==> config.mk <==
export PLATFORM = sky130hd
export DESIGN_NAME = rgmii_tx_arbiter
export DESIGN_NICKNAME = d
export VERILOG_FILES = /design/src/rtl/rgmii_tx_arbiter.sv
export SDC_FILE = /design/constraint.sdc
export NUM_CORES = 1
export LEC_CHECK = 0
export ABC_AREA = 1
export CORE_AREA = 2 2 91 93
export DETAILED_ROUTE_END_ITERATION = 8
export DIE_AREA = 0 0 93 95
export HOLD_SLACK_MARGIN = 0.03
export PLACE_DENSITY = 0.56
export SYNTH_ARGS = -nofsm -noshare
export SYNTH_HDL_FRONTEND = slang
export SYNTH_SLANG_ARGS = --single-unit
==> constraint.sdc <==
create_clock -name clk_int -period 1.83 [get_ports clk_int]
set_input_delay 0.366 -clock clk_int [delete_from_list [all_inputs] [get_ports clk_int]]
set_output_delay 0.366 -clock clk_int [all_outputs]
set_load 0.01 [all_outputs]
==> src/rtl/rgmii_tx_arbiter.sv <==
// Round-robin, frame-locked merge of two byte streams onto one MAC tx stream.
// Define RGMII_TX_ARB_IFG_EN to insert IFG_CYCLES idle cycles after every frame.
module rgmii_tx_arbiter #(
  parameter int IFG_CYCLES = 12
) (
  input  logic        clk_int,
  input  logic        rst_int,
  input  logic [7:0]  s0_axis_tdata,
  input  logic        s0_axis_tvalid,
  input  logic        s0_axis_tlast,
  input  logic        s0_axis_tuser,
  output logic        s0_axis_tready,
  input  logic [7:0]  s1_axis_tdata,
  input  logic        s1_axis_tvalid,
  input  logic        s1_axis_tlast,
  input  logic        s1_axis_tuser,
  output logic        s1_axis_tready,
  output logic [7:0]  m_axis_tdata,
  output logic        m_axis_tvalid,
  output logic        m_axis_tlast,
  output logic        m_axis_tuser,
  input  logic        m_axis_tready,
  output logic [1:0]  grant,
  output logic        busy,
  output logic [15:0] frame_cnt0,
  output logic [15:0] frame_cnt1
);

  if (IFG_CYCLES < 1 || IFG_CYCLES > 255) begin : g_ifg_range
    $error("rgmii_tx_arbiter: IFG_CYCLES must be within 1..255");
  end

`ifdef RGMII_TX_ARB_IFG_EN
  typedef enum logic [1:0] {IDLE, XFER, GAP} state_t;
  logic [7:0] gap_cnt_q;
`else
  typedef enum logic [1:0] {IDLE, XFER} state_t;
`endif

  state_t      state_q, state_d;
  logic [1:0]  grant_q, grant_d;
  logic        last_grant_q;
  logic [15:0] cnt0_q, cnt1_q;
  logic        sel_valid, sel_last, sel_user, frame_end;
  logic [7:0]  sel_data;

  always_comb begin
    sel_valid = 1'b0;
    sel_last  = 1'b0;
    sel_user  = 1'b0;
    sel_data  = 8'd0;
    if (grant_q[1]) begin
      sel_valid = s1_axis_tvalid;
      sel_last  = s1_axis_tlast;
      sel_user  = s1_axis_tuser;
      sel_data  = s1_axis_tdata;
    end else if (grant_q[0]) begin
      sel_valid = s0_axis_tvalid;
      sel_last  = s0_axis_tlast;
      sel_user  = s0_axis_tuser;
      sel_data  = s0_axis_tdata;
    end
  end

  assign frame_end = (state_q == XFER) && sel_valid && m_axis_tready && sel_last;

  // Data outputs are forced to zero on any cycle without a valid beat.
  always_comb begin
    m_axis_tvalid  = 1'b0;
    m_axis_tdata   = 8'd0;
    m_axis_tlast   = 1'b0;
    m_axis_tuser   = 1'b0;
    s0_axis_tready = 1'b0;
    s1_axis_tready = 1'b0;
    if (state_q == XFER) begin
      m_axis_tvalid  = sel_valid;
      s0_axis_tready = grant_q[0] & m_axis_tready;
      s1_axis_tready = grant_q[1] & m_axis_tready;
      if (sel_valid) begin
        m_axis_tdata = sel_data;
        m_axis_tlast = sel_last;
        m_axis_tuser = sel_user;
      end
    end
  end

  always_comb begin
    state_d = state_q;
    grant_d = grant_q;
    case (state_q)
      IDLE: begin
        if (s0_axis_tvalid || s1_axis_tvalid) begin
          state_d = XFER;
          if (s0_axis_tvalid && s1_axis_tvalid)
            grant_d = last_grant_q ? 2'b01 : 2'b10;
          else if (s0_axis_tvalid)
            grant_d = 2'b01;
          else
            grant_d = 2'b10;
        end
      end
      XFER: begin
        if (frame_end) begin
          grant_d = 2'b00;
`ifdef RGMII_TX_ARB_IFG_EN
          state_d = GAP;
`else
          state_d = IDLE;
`endif
        end
      end
`ifdef RGMII_TX_ARB_IFG_EN
      GAP: begin
        if (gap_cnt_q <= 8'd1) state_d = IDLE;
      end
`endif
      default: state_d = IDLE;
    endcase
  end

  always_ff @(posedge clk_int or posedge rst_int) begin
    if (rst_int) begin
      state_q      <= IDLE;
      grant_q      <= 2'b00;
      last_grant_q <= 1'b1;
      cnt0_q       <= 16'd0;
      cnt1_q       <= 16'd0;
    end else begin
      state_q <= state_d;
      grant_q <= grant_d;
      if (frame_end) begin
        last_grant_q <= grant_q[1];
        if (grant_q[0]) cnt0_q <= cnt0_q + 16'd1;
        if (grant_q[1]) cnt1_q <= cnt1_q + 16'd1;
      end
    end
  end

`ifdef RGMII_TX_ARB_IFG_EN
  // Loaded at frame end; the GAP state exits on the cycle the count reads 1.
  always_ff @(posedge clk_int or posedge rst_int) begin
    if (rst_int)
      gap_cnt_q <= 8'd0;
    else if (frame_end)
      gap_cnt_q <= 8'(IFG_CYCLES);
    else if (state_q == GAP && gap_cnt_q != 8'd0)
      gap_cnt_q <= gap_cnt_q - 8'd1;
  end
`endif

  assign grant      = grant_q;
  assign busy       = (state_q != IDLE);
  assign frame_cnt0 = cnt0_q;
  assign frame_cnt1 = cnt1_q;

endmodule
# ---- Word-level counts from Yosys, hierarchy flattened
# Cells that the tools add are included.
dict set report totals {
  input_bits 25
  out_inout_bits 48
  ff_bits 37
  wordCells 49
}
dict set report op_classes {
  n_eq_ne 3
  addsub 2
  n_mux 25
  bitwise 2
  n_reduce_logical 12
}
# operator count
set op_table {}
lappend op_table {{16-bit by 1-bit adder with 16-bit output, second input constant} 2}
lappend op_table {{8-bit two-way mux} 4}
lappend op_table {{1-bit two-way mux} 13}
lappend op_table {{2-bit two-way mux} 6}
lappend op_table {{2-bit case mux with 2 select lines} 2}
lappend op_table {{2-bit AND reduction} 3}
lappend op_table {{1-bit logical AND} 4}
lappend op_table {{2-bit != test, second input constant} 2}
lappend op_table {{2-bit nonzero test} 2}
lappend op_table {{3-bit AND reduction} 1}
lappend op_table {{1-bit AND} 2}
lappend op_table {{2-bit by 1-bit == test with 1-bit output, second input constant} 1}
lappend op_table {{2-bit zero test} 1}
lappend op_table {{1-bit logical OR} 1}

# ---- Depth between registers and ports, before layout
# Gate-level depths: netlist of the first run.
dict set report depth {
  ltp_word 7
  depth_mapped 9
}

# ---- Worst setup path before layout of the first run
# No wires, ideal clock.
dict set report synth_timing {
  path_type {register to output}
  start {register grant_q[1] (netlist: grant[1])}
  end {output port m_axis_tdata[0]}
  stages_incl_launch_ff 7
  n_path_buf 1
  slack_ns 0.035
  arrival_ns 1.429
  path_cell_list {dfrtp_1 > buf_6 > inv_2 > nand2_1 > o21ai_4 > clkinv_1 > nor2_1}
}
dict set report synth_between {
  elab_chain_len 3
  word_cells_on_any_way 4
  classes_between {mux (4)}
}
# element line
set synth_lines {}
lappend synth_lines {{start, declared} 41} ;# logic [1:0] grant_q, grant_d;
lappend synth_lines {{start signal, assigned} 130} ;# grant_q <= grant_d;
lappend synth_lines {{8-bit two-way mux / 1-bit two-way mux (equally long branches)} 52} ;# if (grant_q[1]) begin
lappend synth_lines {{8-bit two-way mux (*)} 79} ;# if (sel_valid) begin
lappend synth_lines {{8-bit two-way mux (*)} 75} ;# if (state_q == XFER) begin
lappend synth_lines {{end, declared} 18} ;# output logic [7:0] m_axis_tdata,
# Every way passes the cells marked *; elsewhere a longest branch is shown, timed or not.

# ---- Worst setup path in the final report of the first run
dict set report layout_timing {
  start {input port s1_axis_tvalid}
  end {output port m_axis_tdata[7]}
}
dict set report layout_between {
  elab_chain_len 3
}
# element line
set layout_lines {}
lappend layout_lines {{start, declared} 14} ;# input logic s1_axis_tvalid,
lappend layout_lines {{1-bit two-way mux} 52}
lappend layout_lines {{8-bit two-way mux} 79}
lappend layout_lines {{8-bit two-way mux} 75}
# No other way between the ends.

==> impl_table.tex, run 1 <==
\begin{tabular}{lr}
\hline
Metric & Value \\
\hline
\multicolumn{2}{l}{\textbf{Run status}} \\
\quad Status & completed \\
\multicolumn{2}{l}{\textbf{STA}} \\
\quad Number of setup violations in the final report & 0 \\
\quad Unrepaired setup endpoints after global routing & yes \\
\quad Worst Skew & 8.19 ps \\
\quad Number of failing hold endpoints at the final stage & 0 \\
\quad Worst slew slack as a fraction of its limit & 75.9\% \\
\quad Time the final worst path needs with I/O delays and setup & 1830 ps \\
\quad Actual slew at the worst max-slew pin & 361 ps \\
\quad Fin worst setup slack & 4.65 ps \\
\quad Fmax & 548 MHz \\
\quad Final number of max-transition violations & 0 \\
\quad Final critical-path share of the clock period & 99.7\% \\
\multicolumn{2}{l}{\textbf{Layout}} \\
\quad Fraction of final layout cells sized beyond drive strength 1 & 17.9\% \\
\quad Antenna cell count & 0 \\
\quad Post-layout instance count excluding filler cells & 546 \\
\quad Nets@finish & 467 \\
\quad Synth-to-layout area growth & 53.6\% \\
\multicolumn{2}{l}{\textbf{Worst hold path}} \\
\quad Type of the worst min-delay path & in -> async \\
\multicolumn{2}{l}{\textbf{Setup path}} \\
\quad Critical path launch point type & input pin \\
\quad Crit Path Class & in -> out \\
\quad Worst setup path startpoint & s1\_axis\_tvalid \\
\quad Data required time of the critical path & 1460 ps \\
\quad Biggest fanout along the worst timing path & 9 \\
\quad Data arrival, critical path & 1460 ps \\
\quad CP endpoint kind & output port \\
\quad Reg-to-reg startpoint & grant[1] \\
\multicolumn{2}{l}{\textbf{Routing}} \\
\quad Remaining number of nets flagged by the antenna check after routing & 0 \\
\quad Mean routed wirelength per cell & 11.7 microns \\
\quad Remaining DRCs & 0 \\
\quad Number of search-and-repair iterations in the first detailed-routing pass & 4 \\
\quad Average via count per standard cell & 4.52 \\
\quad Initial drt markers & 94 \\
\quad Number of vias in the routed layout & 2466 \\
\quad Total Wirelength & 6410 microns \\
\multicolumn{2}{l}{\textbf{Synthesis}} \\
\quad Leading post-synthesis cells by cell area & sky130\_fd\_sc\_hd\_\_dfrtp\_1 (38\%), sky130\_fd\_sc\_hd\_\_nand2\_1 (27\%), sky130\_fd\_sc\_hd\_\_nor2\_1 (6.2\%) \\
\quad Cell type with the highest aggregate area in the netlist & sky130\_fd\_sc\_hd\_\_dfrtp\_1 \\
\quad Commonest register cell after synthesis & sky130\_fd\_sc\_hd\_\_dfrtp\_1 \\
\quad Number of synthesized flops with an enable pin & 0 \\
\quad Number of warnings printed during yosys synthesis & 0 \\
\quad Top-count cell post-synth & sky130\_fd\_sc\_hd\_\_nand2\_1 \\
\quad Mapped Nets & 368 \\
\quad Flops \& latches, synth & 36 \\
\quad Top cells by instance count after synthesis & sky130\_fd\_sc\_hd\_\_nand2\_1 (169), sky130\_fd\_sc\_hd\_\_nor2\_1 (38), sky130\_fd\_sc\_hd\_\_dfrtp\_1 (35) \\
\quad Library cells used by synthesis & 26 \\
\quad Async SR Flop Fraction & 100\% \\
\quad Portion of synthesized cell area occupied by the leading cell type & 37.8\% \\
\quad Synthesized instance count & 341 \\
\quad Register area share after synthesis & 39.0\% \\
\quad Netlist Area Pre-Place & 2320 sq um \\
\quad Syn Area/Cell & 6.79 sq um \\
\multicolumn{2}{l}{\textbf{Clock network}} \\
\quad H-Tree Depth & 2 \\
\quad TritonCTS Buffers & 5 \\
\quad Clock transition at path regs & 80 ps \\
\quad Max Buffers Root-to-Sink & 2 \\
\quad Root cell of the clock tree & sky130\_fd\_sc\_hd\_\_clkbuf\_8 \\
\quad Clock sink count & 36 \\
\quad Clk Latency, worst-skew pair & 290 ps \\
\quad CTS tree & built \\
\multicolumn{2}{l}{\textbf{GRT}} \\
\quad Via count of the first global-routing pass & 2356 \\
\quad Pin count of the biggest net entering global routing & 37 \\
\quad Wire length of the first global-routing pass & 10800 microns \\
\quad Number of antenna violations at the first check in global routing & 0 \\
\quad Leftover overflow at the end of global routing & 0 \\
\quad Tot GR Track Use & 15.3\% \\
\multicolumn{2}{l}{\textbf{Power}} \\
\quad Max VDD drop & 409 uV \\
\quad Total design power & 2.95 mW \\
\quad Total power density per cell area & 830 nW/um\^{}2 \\
\quad Static leakage power & 1.66 nW \\
\multicolumn{2}{l}{\textbf{Floorplanning}} \\
\quad Vertical die dimension & 95 microns \\
\quad Standard cell core area & 7930 sq um \\
\quad Die width & 93 microns \\
\quad Initial Util & 29.2\% \\
\quad Num rows & 33 \\
\quad \# IOs & 73 \\
\quad Floorplan die area & 8840 sq um \\
\multicolumn{2}{l}{\textbf{Placement}} \\
\quad Final estimated routing congestion in global placement & 0.795 \\
\quad Total instance count after detailed placement & 533 \\
\quad Port Buffers & 72 \\
\quad Half-perimeter wire length of the detailed placement result & 4730 microns \\
\quad Worst Setup Slack post-DPL & -568 ps \\
\multicolumn{2}{l}{\textbf{Job}} \\
\quad \# Max-Cap Violations & 0 \\
\hline
\end{tabular}
registers in the layout (all words and copies together), names as in the netlist:
signal,flops
grant,2
state_q,1
frame_cnt0,16
last_grant_q,1
frame_cnt1,16
layout make-up:
type	instances	area [sq um]
clock buffer	6	72.6
clock inverter	2	35.0
fill	817	4370
inverter	25	101
multi-input combinational	274	1360
sequential	36	903
tap	105	131
timing repair buffer	98	958
what timing repair did:
item	CTS	global route
hold buffers	0	0
endpoints found under the setup margin	13	14
resized for setup	43	44
buffers inserted	4	1
pin swaps	1	2
path summary, 6_finish.rpt:
path | to | slack [ps] | cells past startpoint
max reg2reg | grant[0] | 210 | 10
max in group asynchronous | last_grant_q | 1160 | 3
min in group clk_int | last_grant_q | 500 | 2
min reg2reg | last_grant_q | 500 | 2
max | m_axis_tdata[7] | 5 | 7
min | frame_cnt0[2] | 410 | 3
power by group:
group | switching (mW) | total (mW) | internal (mW)
sequential | 0.0773 | 0.951 | 0.874
combinational | 0.643 | 1.30 | 0.662
clock | 0.293 | 0.698 | 0.404
worst max-delay path: stages:
cell	delay [ps]
sky130_fd_sc_hd__clkdlybuf4s50_1	490
sky130_fd_sc_hd__nand3_2	100
sky130_fd_sc_hd__o21ai_4	90
sky130_fd_sc_hd__buf_6	140
sky130_fd_sc_hd__inv_8	50
sky130_fd_sc_hd__nor2_1	90
sky130_fd_sc_hd__buf_2	130
stage by stage:
stage / setup TNS (ps) / hold WS (ps) / utilization (%) / area [sq um]
4_1_cts: -1140 / 415 / 44.4 / 3520
2_1_floorplan: 0 / 466 / - / 2320
6_report: 0 / 410 / 44.9 / 3560
3_3_place_gp: -5780 / 493 / 42.4 / 3360
5_1_grt: -533 / 434 / 44.9 / 3560
3_5_place_dp: -6030 / 493 / 42.4 / 3360
kinds of logic (layout without fill, tap and decap cells):
family / after synthesis / in the layout / synth area share, %
adder cells (fa/ha/maj): 2 / 2 / 1.08
flip-flops: 36 / 36 / 39.0
AO/OA/AOI/OAI: 18 / 18 / 5.46
AND/OR/NAND/NOR: 240 / 240 / 43.5
XOR/XNOR: 14 / 14 / 5.29
buffers and inverters: 31 / 131 / 5.73
metal layers:
| layer | global-route usage [%] | vias to the layer above | part of all wire, % |
|---|---|---|---|
| met2 | 26.5 | 40 | 49 |
| met4 | 3.55 | 0 | 0.81 |
| met1 | 19.4 | 1156 | 46 |
| met3 | 3.83 | 4 | 3.4 |
| met5 | 0 | - | 0 |
| li1 | - | 1266 | - |
cells in the final DEF (no fill, tap or decap), types with 6 or more instances in the layout:
cell / instances
sky130_fd_sc_hd__nand4_1: 8
sky130_fd_sc_hd__o21ai_0: 7
sky130_fd_sc_hd__nor2_1: 31
sky130_fd_sc_hd__nand2_1: 166
sky130_fd_sc_hd__dfrtp_1: 34
sky130_fd_sc_hd__buf_6: 7
sky130_fd_sc_hd__xor2_1: 7
sky130_fd_sc_hd__xnor2_1: 7
sky130_fd_sc_hd__buf_12: 6
sky130_fd_sc_hd__inv_1: 21
sky130_fd_sc_hd__nand3_1: 12
sky130_fd_sc_hd__buf_2: 8
sky130_fd_sc_hd__a22oi_2: 7
sky130_fd_sc_hd__buf_4: 17
sky130_fd_sc_hd__clkdlybuf4s50_1: 56
(Power assumes the default switching activity.)
==> run 2: changes to the inputs <==
CORE_AREA = 2 2 82 104   (was 2 2 91 93)
DIE_AREA = 0 0 84 106   (was 0 0 93 95)
==> run 2 against run 1 <==
  * Largest cell class unchanged
  * Clock power shrank 17%
  * Critical path depth stayed put
  * Routed wire length decreased by 1.6%
  * Clock skew shrank 1.9 ps
  * First-iteration DRC count decreased by 31%
  * Combinational power down 12%
  * Flip-flop and latch count is the same
==> impl_table.tex, run 2 (synthesis results as in run 1) <==
\begin{tabular}{lr}
\hline
Metric & Value \\
\hline
\multicolumn{2}{l}{\textbf{Layout}} \\
\quad Synth-to-layout area growth & 49.7\% \\
\quad Count of filler cells inserted in the layout & 870 (+6.5\%) \\
\quad Multi-input combinational cell area & 1330 sq um (-2.1\%) \\
\quad Finished layout cell area & 3470 sq um (-2.6\%) \\
\quad Nets@finish & 465 (-0.43\%) \\
\quad Antenna cell count & 0 (unchanged) \\
\quad Share of the core filled with cells in the final layout & 43.3\% (-1.6 points) \\
\quad Storage cell area & 903 sq um (unchanged) \\
\quad Commonest non-fill, non-tap cells in the layout & sky130\_fd\_sc\_hd\_\_nand2\_1 (167), sky130\_fd\_sc\_hd\_\_clkdlybuf4s50\_1 (58), sky130\_fd\_sc\_hd\_\_dfrtp\_1 (34) \\
\quad Fraction of final layout cells sized beyond drive strength 1 & 15.0\% (-2.9 points) \\
\quad Leading cell type in the layout, fill and taps excluded & sky130\_fd\_sc\_hd\_\_nand2\_1 \\
\multicolumn{2}{l}{\textbf{Floorplanning}} \\
\quad \# IOs & 73 (unchanged) \\
\quad Vertical die dimension & 106 microns (+12\%) \\
\quad Die width & 84 microns (-9.7\%) \\
\quad Standard cell core area & 8010 sq um (+1.0\%) \\
\quad Floorplan die area & 8900 sq um (+0.78\%) \\
\quad Num rows & 37 (+12\%) \\
\quad Initial Util & 28.9\% (-0.30 points) \\
\multicolumn{2}{l}{\textbf{GRT}} \\
\quad Wire length of the first global-routing pass & 10900 microns (+0.83\%) \\
\quad Tot GR Track Use & 14.7\% (-0.61 points) \\
\quad Leftover overflow at the end of global routing & 0 (unchanged) \\
\quad Number of antenna violations at the first check in global routing & 0 (unchanged) \\
\quad Pin count of the biggest net entering global routing & 18 (-51\%) \\
\quad Via count of the first global-routing pass & 2396 (+1.7\%) \\
\multicolumn{2}{l}{\textbf{Placement}} \\
\quad Placed inst area & 3340 sq um (-0.74\%) \\
\quad Port Buffers & 72 (unchanged) \\
\quad Final estimated routing congestion in global placement & 0.795 (-0.11\%) \\
\quad Half-perimeter wire length of the detailed placement result & 4780 microns (+1.2\%) \\
\multicolumn{2}{l}{\textbf{Setup path}} \\
\quad Count of cell instances traversed by the critical path & 7 (unchanged) \\
\quad Kind of cell adding the most delay to the critical path & buffers and inverters \\
\quad CP endpoint kind & output port \\
\quad Crit Path Class & in -> out \\
\quad Data required time of the critical path & 1460 ps (about the same) \\
\quad Biggest fanout along the worst timing path & 3 (-6) \\
\quad Slowest stage delay, CP & 500 ps (about the same) \\
\quad Worst setup path end & m\_axis\_tuser \\
\quad Data arrival, critical path & 1460 ps (about the same) \\
\quad Worst setup path startpoint & s1\_axis\_tvalid \\
\quad Critical path launch point type & input pin \\
\quad Worst reg2reg endpoint & frame\_cnt1[12] \\
\quad R2r setup slk & 240 ps (+30 ps) \\
\quad Reg-to-reg startpoint & grant[1] \\
\quad Worst-case reg-to-reg path depth & 10 (unchanged) \\
\quad Series of cell instances along the critical path & clkdlybuf4s50\_1 -> nand3\_2 -> o21ai\_4 -> inv\_4 -> buf\_6 -> nor2\_2 -> buf\_2 \\
\quad Cell with the largest stage delay on the worst path & sky130\_fd\_sc\_hd\_\_clkdlybuf4s50\_1 \\
\quad Buffering stage count on the worst path with inverters included & 4 (unchanged) \\
\multicolumn{2}{l}{\textbf{Power}} \\
\quad Static leakage power & 1.63 nW (-2.1\%) \\
\quad Max VDD drop & 328 uV (-20\%) \\
\quad Total power density per cell area & 771 nW/um\^{}2 (-7.1\%) \\
\multicolumn{2}{l}{\textbf{STA}} \\
\quad Actual slew at the worst max-slew pin & 464 ps (+103 ps) \\
\quad Worst slew slack as a fraction of its limit & 69.0\% (-6.8 points) \\
\quad Worst Skew & 6.26 ps (-1.92 ps) \\
\quad Time the final worst path needs with I/O delays and setup & 1820 ps (-3.52 ps) \\
\quad Number of setup violations in the final report & 0 (unchanged) \\
\quad Final number of max-transition violations & 0 (unchanged) \\
\quad Fmax & 549 MHz (+0.19\%) \\
\quad Worst hold slack after final layout & 395 ps (-15.0 ps) \\
\quad Number of failing hold endpoints at the final stage & 0 (unchanged) \\
\quad Final critical-path share of the clock period & 99.6\% (-0.19 points) \\
\quad Unrepaired setup endpoints after global routing & yes \\
\multicolumn{2}{l}{\textbf{Clock network}} \\
\quad CTS tree & built \\
\quad H-Tree Depth & 2 (unchanged) \\
\quad Clk Latency, worst-skew pair & 280 ps (about the same) \\
\quad Clock sink count & 36 (unchanged) \\
\quad Clock transition at path regs & 70 ps (about the same) \\
\quad TritonCTS Buffers & 5 (unchanged) \\
\quad Root cell of the clock tree & sky130\_fd\_sc\_hd\_\_clkbuf\_8 \\
\quad Max Buffers Root-to-Sink & 2 (unchanged) \\
\multicolumn{2}{l}{\textbf{Routing}} \\
\quad Initial drt markers & 65 (-31\%) \\
\quad Mean routed wirelength per cell & 11.8 microns (+0.26\%) \\
\quad Total Wirelength & 6310 microns (-1.6\%) \\
\quad Number of search-and-repair iterations in the first detailed-routing pass & 4 (unchanged) \\
\quad Average via count per standard cell & 4.51 (-0.16\%) \\
\quad Number of vias in the routed layout & 2417 (-2.0\%) \\
\quad Remaining number of nets flagged by the antenna check after routing & 0 (unchanged) \\
\quad Remaining DRCs & 0 (unchanged) \\
\multicolumn{2}{l}{\textbf{Worst hold path}} \\
\quad Type of the worst min-delay path & in -> async \\
\multicolumn{2}{l}{\textbf{Run status}} \\
\quad Status & completed \\
\multicolumn{2}{l}{\textbf{Job}} \\
\quad \# Max-Cap Violations & 0 (unchanged) \\
\hline
\end{tabular}
run 2: worst min path at each step:
stage	to	slack, ps	cells past startpoint
after detailed placement	last_grant_q	490	2
after CTS	frame_cnt0[1]	400	2
final	frame_cnt0[1]	390	2
after floorplan	last_grant_q	470	2
after global routing	frame_cnt0[1]	420	2
after global placement	last_grant_q	490	2
run 2: timing repair:
| action | 4_1_cts | 5_1_grt |
|---|---|---|
| buffers inserted | 2 | 1 |
| pin swaps | 3 | 2 |
| hold buffers | 0 | 0 |
| gates cloned | 2 | 0 |
| setup endpoints to repair | 14 | 12 |
| gates resized for setup | 52 | 15 |
run 2: layer usage:
layer	vias to the layer above	part of all wire [%]	track usage, %
li1	1263	-	-
met1	1113	42	17.5
met2	37	55	27.0
met3	4	2.6	2.72
met4	0	0.81	4.03
met5	-	0	0
run 2: cell type report:
| class | count | area share (%) |
|---|---|---|
| Inverter | 25 | 2.85 |
| Tap cell | 97 | 3.50 |
| Multi-Input combinational cell | 275 | 38.3 |
| Timing Repair inverter | 1 | 0.180 |
| Timing Repair Buffer | 94 | 26.5 |
| Sequential cell | 36 | 26.1 |
| Clock buffer | 6 | 2.38 |
| Clock inverter | 2 | 0.289 |
run 2: power breakdown:
group | leakage, nW | total, mW | switching [mW] | internal [mW]
Combinational | 1.08 | 1.14 | 0.588 | 0.553
Clock | 0.0510 | 0.578 | 0.277 | 0.300
Sequential | 0.490 | 0.955 | 0.0809 | 0.874
run 2: stage by stage:
stage,setup slack [ps],TNS (ps),total power [mW],cells
floorplan,34.7,0,1.46,341
global placement,-526,-5730,1.99,523
detailed placement,-554,-5990,2.00,523
CTS,-112,-335,2.67,535
global route,-66.4,-442,2.87,536
finish,8.17,0,2.67,536
